==> src/rtl/nrisc_pkg.sv <==
// nrisc_pkg: shared constants for the multi-cycle nRisc core.
// Opcodes, FSM state codes, ALU operation codes and register indices.
package nrisc_pkg;

    localparam logic [2:0] OP_ALU   = 3'b000;
    localparam logic [2:0] OP_ADDI  = 3'b001;
    localparam logic [2:0] OP_LW    = 3'b010;
    localparam logic [2:0] OP_SW    = 3'b011;
    localparam logic [2:0] OP_BEQ   = 3'b100;
    localparam logic [2:0] OP_JMP   = 3'b101;
    localparam logic [2:0] OP_LOGIC = 3'b110;
    localparam logic [2:0] OP_HALT  = 3'b111;

    localparam logic [2:0] ST_FETCH  = 3'd0;
    localparam logic [2:0] ST_DECODE = 3'd1;
    localparam logic [2:0] ST_EXEC   = 3'd2;
    localparam logic [2:0] ST_MEM    = 3'd3;
    localparam logic [2:0] ST_WB     = 3'd4;
    localparam logic [2:0] ST_HALT   = 3'd5;

    localparam logic [1:0] ALU_ADD = 2'd0;
    localparam logic [1:0] ALU_SUB = 2'd1;
    localparam logic [1:0] ALU_AND = 2'd2;
    localparam logic [1:0] ALU_OR  = 2'd3;

    localparam logic [1:0] R3_IDX = 2'd3;

    // Map opcode and function bit to the ALU operation.
    function automatic logic [1:0] alu_sel(input logic [2:0] op, input logic f);
        logic [1:0] sel;
        sel = ALU_ADD;
        if (op == OP_ALU)
            sel = f ? ALU_SUB : ALU_ADD;
        else if (op == OP_LOGIC)
            sel = f ? ALU_OR : ALU_AND;
        return sel;
    endfunction

endpackage

==> src/rtl/nrisc_regfile.sv <==
// nrisc_regfile: 4-entry register file, two combinational read ports,
// a dedicated R3 read port and one synchronous write port.
module nrisc_regfile
    import nrisc_pkg::*;
#(
    parameter int DATA_W = 8
) (
    input  logic              clk,
    input  logic              rst_n,
    input  logic [1:0]        ra,
    input  logic [1:0]        rb,
    output logic [DATA_W-1:0] rdata_a,
    output logic [DATA_W-1:0] rdata_b,
    output logic [DATA_W-1:0] r3,
    input  logic              we,
    input  logic [1:0]        wa,
    input  logic [DATA_W-1:0] wd
);

    logic [DATA_W-1:0] regs [4];

    assign rdata_a = regs[ra];
    assign rdata_b = regs[rb];
    assign r3      = regs[R3_IDX];

    // Synchronous clear on reset, otherwise single-port write.
    always_ff @(posedge clk) begin
        if (!rst_n) begin
            for (int i = 0; i < 4; i++)
                regs[i] <= '0;
        end else if (we) begin
            regs[wa] <= wd;
        end
    end

endmodule

==> src/rtl/nrisc_mc_core.sv <==
// nrisc_mc_core: multi-cycle nRisc core with req/ack memory ports.
// Define NRISC_TRACE_EN to add the retire_valid/retire_pc/retire_ir ports.
module nrisc_mc_core
    import nrisc_pkg::*;
#(
    parameter int              DATA_W  = 8,
    parameter int              PC_W    = 8,
    parameter logic [PC_W-1:0] HALT_PC = {PC_W{1'b1}}
) (
    input  logic              CLK,
    input  logic              RST_N,
    output logic              imem_req,
    output logic [PC_W-1:0]   imem_addr,
    input  logic              imem_ack,
    input  logic [7:0]        imem_rdata,
    output logic              dmem_req,
    output logic              dmem_we,
    output logic [DATA_W-1:0] dmem_addr,
    output logic [DATA_W-1:0] dmem_wdata,
    input  logic              dmem_ack,
    input  logic [DATA_W-1:0] dmem_rdata,
    output logic              halted,
    output logic [PC_W-1:0]   pc_out
`ifdef NRISC_TRACE_EN
    ,
    output logic              retire_valid,
    output logic [PC_W-1:0]   retire_pc,
    output logic [7:0]        retire_ir
`endif
);

    logic [2:0]        state;
    logic [PC_W-1:0]   pc;
    logic [PC_W-1:0]   npc;
    logic [7:0]        ir;
    logic [DATA_W-1:0] a;
    logic [DATA_W-1:0] b;
    logic [DATA_W-1:0] c;
    logic [DATA_W-1:0] res;
    logic [DATA_W-1:0] mdr;
    logic              run;

    logic [2:0]        op;
    logic [1:0]        rd;
    logic [1:0]        rs;
    logic              f;
    logic [DATA_W-1:0] imm2;
    logic [DATA_W-1:0] imm5;

    logic [DATA_W-1:0] rf_a;
    logic [DATA_W-1:0] rf_b;
    logic [DATA_W-1:0] rf_r3;
    logic              rf_we;
    logic [1:0]        rf_wa;
    logic [DATA_W-1:0] rf_wd;

    logic [DATA_W-1:0] opa;
    logic [DATA_W-1:0] opb;
    logic [DATA_W-1:0] alu_y;
    logic [PC_W-1:0]   npc_c;
    logic              is_mem;

    assign op   = ir[7:5];
    assign rd   = ir[4:3];
    assign rs   = ir[2:1];
    assign f    = ir[0];
    assign imm2 = DATA_W'(rs);
    assign imm5 = DATA_W'(ir[4:0]);

    assign is_mem = (op == OP_LW) || (op == OP_SW);

    nrisc_regfile #(
        .DATA_W(DATA_W)
    ) u_rf (
        .clk    (CLK),
        .rst_n  (RST_N),
        .ra     (rd),
        .rb     (rs),
        .rdata_a(rf_a),
        .rdata_b(rf_b),
        .r3     (rf_r3),
        .we     (rf_we),
        .wa     (rf_wa),
        .wd     (rf_wd)
    );

    // ALU: ADDI reuses the adder with an optional zeroed first operand.
    always_comb begin
        opa = a;
        opb = b;
        if (op == OP_ADDI) begin
            opa = f ? a : '0;
            opb = imm2;
        end
        case (alu_sel(op, f))
            ALU_ADD: alu_y = opa + opb;
            ALU_SUB: alu_y = opa - opb;
            ALU_AND: alu_y = opa & opb;
            ALU_OR:  alu_y = opa | opb;
            default: alu_y = opa + opb;
        endcase
    end

    // Next PC: branch/jump targets come from the R3 snapshot taken in DECODE.
    always_comb begin
        npc_c = pc + PC_W'(1);
        if (op == OP_JMP)
            npc_c = PC_W'(c);
        else if (op == OP_BEQ && a == b)
            npc_c = PC_W'(c);
    end

    // Write-back port: loads target R3, everything else targets rd.
    always_comb begin
        rf_we = 1'b0;
        rf_wa = rd;
        rf_wd = res;
        if (state == ST_WB) begin
            rf_we = (op == OP_ALU) || (op == OP_ADDI) ||
                    (op == OP_LOGIC) || (op == OP_LW);
        end
        if (op == OP_LW) begin
            rf_wa = R3_IDX;
            rf_wd = mdr;
        end
    end

    // Main FSM; run holds fetch requests off for the cycle after reset.
    always_ff @(posedge CLK) begin
        if (!RST_N) begin
            state <= ST_FETCH;
            pc    <= '0;
            npc   <= '0;
            ir    <= '0;
            a     <= '0;
            b     <= '0;
            c     <= '0;
            res   <= '0;
            mdr   <= '0;
            run   <= 1'b0;
        end else begin
            run <= 1'b1;
            case (state)
                ST_FETCH: begin
                    if (imem_req && imem_ack) begin
                        ir    <= imem_rdata;
                        state <= ST_DECODE;
                    end
                end
                ST_DECODE: begin
                    a     <= rf_a;
                    b     <= rf_b;
                    c     <= rf_r3;
                    state <= ST_EXEC;
                end
                ST_EXEC: begin
                    res   <= alu_y;
                    npc   <= npc_c;
                    state <= is_mem ? ST_MEM : ST_WB;
                end
                ST_MEM: begin
                    if (dmem_ack) begin
                        if (op == OP_LW)
                            mdr <= dmem_rdata;
                        state <= ST_WB;
                    end
                end
                ST_WB: begin
                    if (op == OP_HALT && f) begin
                        pc    <= HALT_PC;
                        state <= ST_HALT;
                    end else begin
                        pc    <= npc;
                        state <= ST_FETCH;
                    end
                end
                ST_HALT: state <= ST_HALT;
                default: state <= ST_FETCH;
            endcase
        end
    end

    assign imem_req   = (state == ST_FETCH) && run;
    assign imem_addr  = pc;
    assign dmem_req   = (state == ST_MEM);
    assign dmem_we    = dmem_req && (op == OP_SW);
    assign dmem_addr  = dmem_req ? imm5 : '0;
    assign dmem_wdata = dmem_we ? c : '0;
    assign halted     = (state == ST_HALT);
    assign pc_out     = pc;

`ifdef NRISC_TRACE_EN
    assign retire_valid = (state == ST_WB);
    assign retire_pc    = pc;
    assign retire_ir    = ir;
`endif

endmodule
==> config.mk <==
export PLATFORM = sky130hd
export DESIGN_NAME = nrisc_mc_core
export DESIGN_NICKNAME = d
export VERILOG_FILES = /design/src/rtl/nrisc_pkg.sv /design/src/rtl/nrisc_regfile.sv /design/src/rtl/nrisc_mc_core.sv
export SDC_FILE = /design/constraint.sdc
export NUM_CORES = 1
export LEC_CHECK = 0
export ABC_AREA = 0
export CORE_MARGIN = 10
export CORE_UTILIZATION = 61
export CTS_CLUSTER_SIZE = 14
export DETAILED_ROUTE_END_ITERATION = 7
export PLACE_DENSITY = 0.85
export SLEW_MARGIN = 30
export SYNTH_ARGS = -nofsm -noshare
export SYNTH_HDL_FRONTEND = slang
export SYNTH_SLANG_ARGS = --single-unit
==> constraint.sdc <==
create_clock -name CLK -period 7.13 [get_ports CLK]
set_input_delay 1.0695 -clock CLK [delete_from_list [all_inputs] [get_ports CLK]]
set_output_delay 1.0695 -clock CLK [all_outputs]
set_load 0.01 [all_outputs]
# After elaboration in Yosys (flattened, before gate mapping)
# Memories as Yosys holds them, arrays and structs flattened. A register that Yosys moved wholly into a read port is not among the register bits.
# Index checks and enable logic that the tools add are counted.
# Widths: inputs -> output; s select.
[totals]
regBits = 44
output_inout_bits = 36
ram_bits = 32
mem_count = 1
[memory_table]
columns = ["name", "words", "width", "read_ports", "rd_clocked_by_memory_dff", "wr", "line_no", "rtl"]
rows = [
  ["u_rf.regs", 4, 8, 3, 3, 4, "nrisc_regfile.sv:20", "logic [DATA_W-1:0] regs [4];"],
]
[classes]
muxes = 29
n_addsub = 3
bitwise_logic = 2
n_reduce_logical = 19
n_eq_ne = 18
[op_table]
columns = ["operator", "n"]
rows = [
  ["$mux 8", 9],
  ["$pmux 8 s4", 1],
  ["$eq 3x3->1 const B", 6],
  ["$pmux 3 s6", 1],
  ["$eq 3x2->1 const B", 4],
  ["$mux 3", 4],
  ["$mux 1", 9],
  ["$add 8x1->8 const B", 1],
  ["$add 8x8->8", 1],
  ["$and 8x8->8", 1],
  ["$eq 8x8->1", 1],
  ["$mux 2", 4],
  ["$or 8x8->8", 1],
  ["$reduce_or 8->1", 1],
  ["$sub 8x8->8", 1],
  ["$eq 3x1->1 const B", 2],
  ["$logic_not 3->1", 2],
  ["$logic_and 1x1->1", 5],
  ["$mux 5", 1],
  ["$eq 2x2->1 const B", 2],
  ["$logic_or 1x1->1", 4],
  ["$reduce_and 2->1", 2],
  ["$logic_not 1->1", 3],
  ["$reduce_and 3->1", 1],
  ["other kinds (4)", 4],
]

# Longest topological paths before layout
[depth]
depth_word = 10
ltp_mapped = 13
depth_no_buf = 12

# Cells and area by module
# Synthesis repeated with hierarchy kept, for this count alone.
[unflattened]
hier_cells = 564
area_unflattened_um2 = 5584.1
[modules_own_cells]
columns = ["mod", "area_each_um2", "seq_area_each_um2", "cells_per_inst", "instances"]
rows = [
  ["nrisc_mc_core", 3950.0, 1361.3, 467, 1],
  ["nrisc_regfile", 1634.1, 960.9, 97, 1],
]

# Least setup slack after synthesis
# OpenSTA, ideal clock, no wires.
[synth_path]
path_kind = "register to register"
start = "reg ir[7]"
end = "reg res[6]"
n_path_buf = 1
setup_time_ns = 0.120
setup_slack_ns = 4.375
arrival_time_ns = 2.634
stages_incl_launch_ff = 14
cell_sequence = "dfxtp_1 > or3b_1 > buf_2 > a21oi_1 > a21oi_1 > xor2_1 > o21ai_0 > ha_1 > nor2b_1 > o21ai_0 > a21boi_0 > o21ai_0 > mux2i_1 > nor3_1"
[synth_between]
elab_chain_len = 5
word_cells_on_any_way = 16
classes_between = "add/sub: 2; eq/ne: 5; mux: 5; bitwise: 2; reduce/logical: 2"
[synth_lines]
columns = ["item", "line_no", "rtl"]
rows = [
  ["start, declared", "nrisc_mc_core.sv:35", "logic [7:0] ir;"],
  ["start signal, assigned", "nrisc_mc_core.sv:146", "ir <= imem_rdata;"],
  ["parallel branches: the longest is 4 deep, another holds $sub 8x8->8", "n/a", ""],
  ["$pmux 8 s4 *", "nrisc_mc_core.sv:95", "case (alu_sel(op, f))"],
  ["end signal, assigned", "nrisc_mc_core.sv:157", "res <= alu_y;"],
  ["end, declared", "nrisc_mc_core.sv:39", "logic [DATA_W-1:0] res;"],
]
# Mark *: on every way between the ends.
# A chain may end at the register's enable or synchronous reset.

# Worst setup path in the final report
[layout_path]
start = "reg state[1]"
end = "out dmem_wdata[6]"
[layout_between]
elab_chain_len = 3
[layout_lines]
columns = ["item", "line_no", "rtl"]
rows = [
  ["start, declared", "nrisc_mc_core.sv:32", "logic [2:0] state;"],
  ["start signal, assigned", "nrisc_mc_core.sv:159", "state <= is_mem ? ST_MEM : ST_WB;"],
  ["$eq 3x2->1", "nrisc_mc_core.sv:185", "assign dmem_req = (state == ST_MEM);"],
  ["$logic_and 1x1->1", "nrisc_mc_core.sv:186", "assign dmem_we = dmem_req && (op == OP_SW);"],
  ["$mux 8", "nrisc_mc_core.sv:188", "assign dmem_wdata = dmem_we ? c : '0;"],
  ["end, declared", "nrisc_mc_core.sv:19", "output logic [DATA_W-1:0] dmem_wdata,"],
]
# Every way passes these cells.

==> flow_metrics.tcl <==
set metrics [dict create \
    area.sequential_sq_um 2320 \
    synth_ff_type "sky130_fd_sc_hd__dfxtp_1" \
    synth.area.mux_share 0.129 \
    detailed_place_hpwl_um 10200 \
    synth_compound_gate_area_share 0.128 \
    detailroute.via_count 4333 \
    area_of_the_multi_input_gates_sq_um 2780 \
    maxCapViolCount 0 \
    synthesis.area_sq_um 5350 \
    cts-htree-levels 3 \
    design.core.area_sq_um 8640 \
    finish.net_count 619 \
    crit_required_ns 6.06 \
    ctsHoldBuffers 0 \
    family_with_the_most_delay_on_the_worst_path "simple AND/OR/NAND/NOR gates" \
    placedCellCount 688 \
    clock_latency_ns 0.37 \
    grt_first_pass_wirelength_um 22600 \
    grt_usage 0.218 \
    post_cts.resized_instances 0 \
    worstHoldEndpoint "c[5]" \
    hp-start "c[5]" \
    totalNegativeSetupSlack_ns 0 \
    hold_viol 0 \
    highest_fanout_seen_on_the_critical_path 9 \
    instances_no_fill 704 \
    num-fill-cells 659 \
    postSynthAreaPerCell_sq_um 9.39 \
    via_count_of_the_first_global_routing_pass 4275 \
    timing_worst_setup_path_type "reg -> out" \
    crit_path_top_delay_cell "sky130_fd_sc_hd__nor2_1" \
    remaining_routing_drc_violations 0 \
    synth_xor_xnor_area_share 0.0360 \
    first_iter_violations 322 \
    final_layout_worst_hold_slack_ns 0.476 \
    rr_endpoint "res[7]" \
    grt_max_degree 46 \
    clock_tree.root_cell "sky130_fd_sc_hd__clkbuf_8" \
    clkSinkCount 100 \
    route.detailed.vias_per_inst 6.15 \
    power.leakage_uw 0.00215 \
    die-height_um 114 \
    io_pins 56 \
    die_w_um 114 \
    layout_common_cells "sky130_fd_sc_hd__nand2_1, sky130_fd_sc_hd__nor2_1, sky130_fd_sc_hd__dfxtp_1, sky130_fd_sc_hd__clkdlybuf4s50_1, sky130_fd_sc_hd__a21oi_1" \
    setup_repair_after_global_routing_missed_its_margin "false" \
    finalMaxSlewViolations 0 \
    first_pass_iters 5 \
    synth_adder_area_share 0.0220 \
    routed_wirelength_um 13800 \
    final.period_utilization 0.547 \
    cpPeakStageDelay_ns 0.58 \
    drt-wirelength-per-cell_um 19.7 \
    finalWorstPathRequiredPeriod_ns 3.90 \
    initial_utilization 0.620 \
    placementRows 34 \
    total_die_area_sq_um 12900 \
    synthCells 570 \
    worst_ir_drop_vdd_uv 155 \
    cts_post_setup_buffers_inserted 0 \
    maxClockFrequency_ghz 0.256 \
    cp-start-kind "flip-flop" \
    rr_worst_depth 12 \
    leading_cell_type_in_the_layout_fill_and_taps_excluded "sky130_fd_sc_hd__nand2_1" \
    clock_slew_at_reported_path_ffs_ns 0.10 \
    crit_arrival_ns 2.83 \
    cts_buffer_depth 2 \
    fin_skew_ns 0.0115 \
    timing.reg2reg.setup_slack_ns 3.57 \
    timing.critical_path.cells "nand2b_1 > nor2_1 > and3_1 > and2_1 > clkdlybuf4s50_1" \
    cts_made_buffers 9 \
    port_bufs 52 \
    setup-violations-final 0 \
    synth_sequential_area_ratio 0.434 \
    synth_cell_type_count 65 \
    synth_top_family_by_area "simple AND/OR/NAND/NOR gates" \
    hold_class "reg -> reg" \
    synth_enable_flop_cells 32 \
    total_power_consumption_uw 1210 \
    post_synth_and_or_nand_nor_area_fraction 0.200 \
    timing.slew.headroom 0.423 \
    grt_antenna_before_repair 0 \
    status "completed" \
    yosys_register_bits 100 \
    synth_warnings 0 \
    regToRegStartpoint "ir[0]" \
    hold_depth 2 \
    route.antenna.remaining_nets 0 \
    layout_cell_share_with_drive_strength_beyond_1 0.101 \
    antenna-diode-count 0 \
    synth_async_sr_flop_share 0 \
    final_wtd_congestion 0.940 \
    powerDensity_nw_per_um2 200 \
    clock_tree_from_tritoncts "done" \
    worst_slew_pin_slew_ns 0.865 \
    synth_to_final_area_change_pct 13.0 \
    path_buf_inv 1 \
    grt_remaining_overflow 0 \
    endpoint_kind "output pin" \
]
[layer usage]
metal	vias up	wire, um	track usage
li1	2045	-	-
met1	2076	5450	0.275
met2	184	6920	0.362
met3	28	1190	0.0446
met4	0	296	0.0770
met5	-	0	0
[worst register-to-register path, stage by stage (launching register included)]
cell,delay (ns)
sky130_fd_sc_hd__dfxtp_1,0.75
sky130_fd_sc_hd__inv_1,0.23
sky130_fd_sc_hd__nor4_2,0.71
sky130_fd_sc_hd__nor2_1,0.15
sky130_fd_sc_hd__xnor2_1,0.28
sky130_fd_sc_hd__inv_1,0.07
sky130_fd_sc_hd__ha_1,0.30
sky130_fd_sc_hd__nand3_1,0.07
sky130_fd_sc_hd__o21ai_0,0.29
sky130_fd_sc_hd__o211ai_2,0.14
sky130_fd_sc_hd__a31oi_2,0.20
sky130_fd_sc_hd__xnor2_1,0.15
sky130_fd_sc_hd__o22ai_2,0.08
[power breakdown]
part	internal [uW]	leakage (uW)	switching, uW
clock	200	0.000120	208
combinational	79.5	0.00115	89.4
sequential	604	0.000881	28.3
total	884	0.00215	326
[through the flow]
step | util | instance area (sq um) | setup slack [ns]
floorplan | - | 5360 | 4.38
global placement | 0.672 | 5810 | 3.56
finish | 0.701 | 6050 | 3.23
global route | 0.701 | 6050 | 3.10
detailed placement | 0.673 | 5810 | 3.52
CTS | 0.700 | 6050 | 3.29
[layout make-up]
cell class / instances / area share
clock buffers: 11 / 0.0269
clock inverters: 5 / 0.0124
repair buffers: 55 / 0.0898
inverters: 9 / 0.00558
well taps: 108 / 0.0223
multi-input cells: 416 / 0.459
flip-flops and latches: 100 / 0.384
[cell families after synthesis]
group / after synthesis
DFF: 100
AOI/OAI and AO/OA: 108
adders and majority gates: 9
xor gates and xnor gates: 22
other: 1
muxes: 49
buffers and inverters: 56
and+or+nand+nor: 225
[cells in the mapped netlist, types with 7 or more instances]
master,instances,area share
sky130_fd_sc_hd__nor2b_1,10,0.012
sky130_fd_sc_hd__clkbuf_1,23,0.016
sky130_fd_sc_hd__ha_1,7,0.016
sky130_fd_sc_hd__xnor2_1,10,0.016
sky130_fd_sc_hd__a21oi_1,45,0.042
sky130_fd_sc_hd__o21ai_0,24,0.022
sky130_fd_sc_hd__mux4_2,16,0.067
sky130_fd_sc_hd__nand2_1,78,0.055
sky130_fd_sc_hd__xor2_1,12,0.020
sky130_fd_sc_hd__mux2i_1,32,0.060
sky130_fd_sc_hd__o221a_2,8,0.017
sky130_fd_sc_hd__nor3_1,10,0.0093
sky130_fd_sc_hd__and2_1,12,0.014
sky130_fd_sc_hd__nand3_1,12,0.011
sky130_fd_sc_hd__inv_1,9,0.0063
sky130_fd_sc_hd__buf_2,9,0.0084
sky130_fd_sc_hd__edfxtp_1,32,0.18
sky130_fd_sc_hd__buf_4,11,0.015
sky130_fd_sc_hd__dfxtp_1,68,0.25
sky130_fd_sc_hd__nor2_1,70,0.049
[state kept, by name (all words and copies together) (netlist names)]
register,flops
b,8
state,3
npc,8
ir,8
u_rf.regs,32
c,8
run,1
a,8
res,8
mdr,8
imem_addr,8
[how the worst max path moves through the flow]
stage | from | end | cells past startpoint
after floorplan | ir[7] | res[6] | 13
after global placement | RST_N | u_rf.regs[1][2] | 5
after detailed placement | RST_N | u_rf.regs[1][2] | 5
after CTS | state[1] | dmem_wdata[3] | 5
after global routing | state[0] | dmem_wdata[6] | 5
final | state[1] | dmem_wdata[6] | 5
Power figures use the tool's default switching activity.
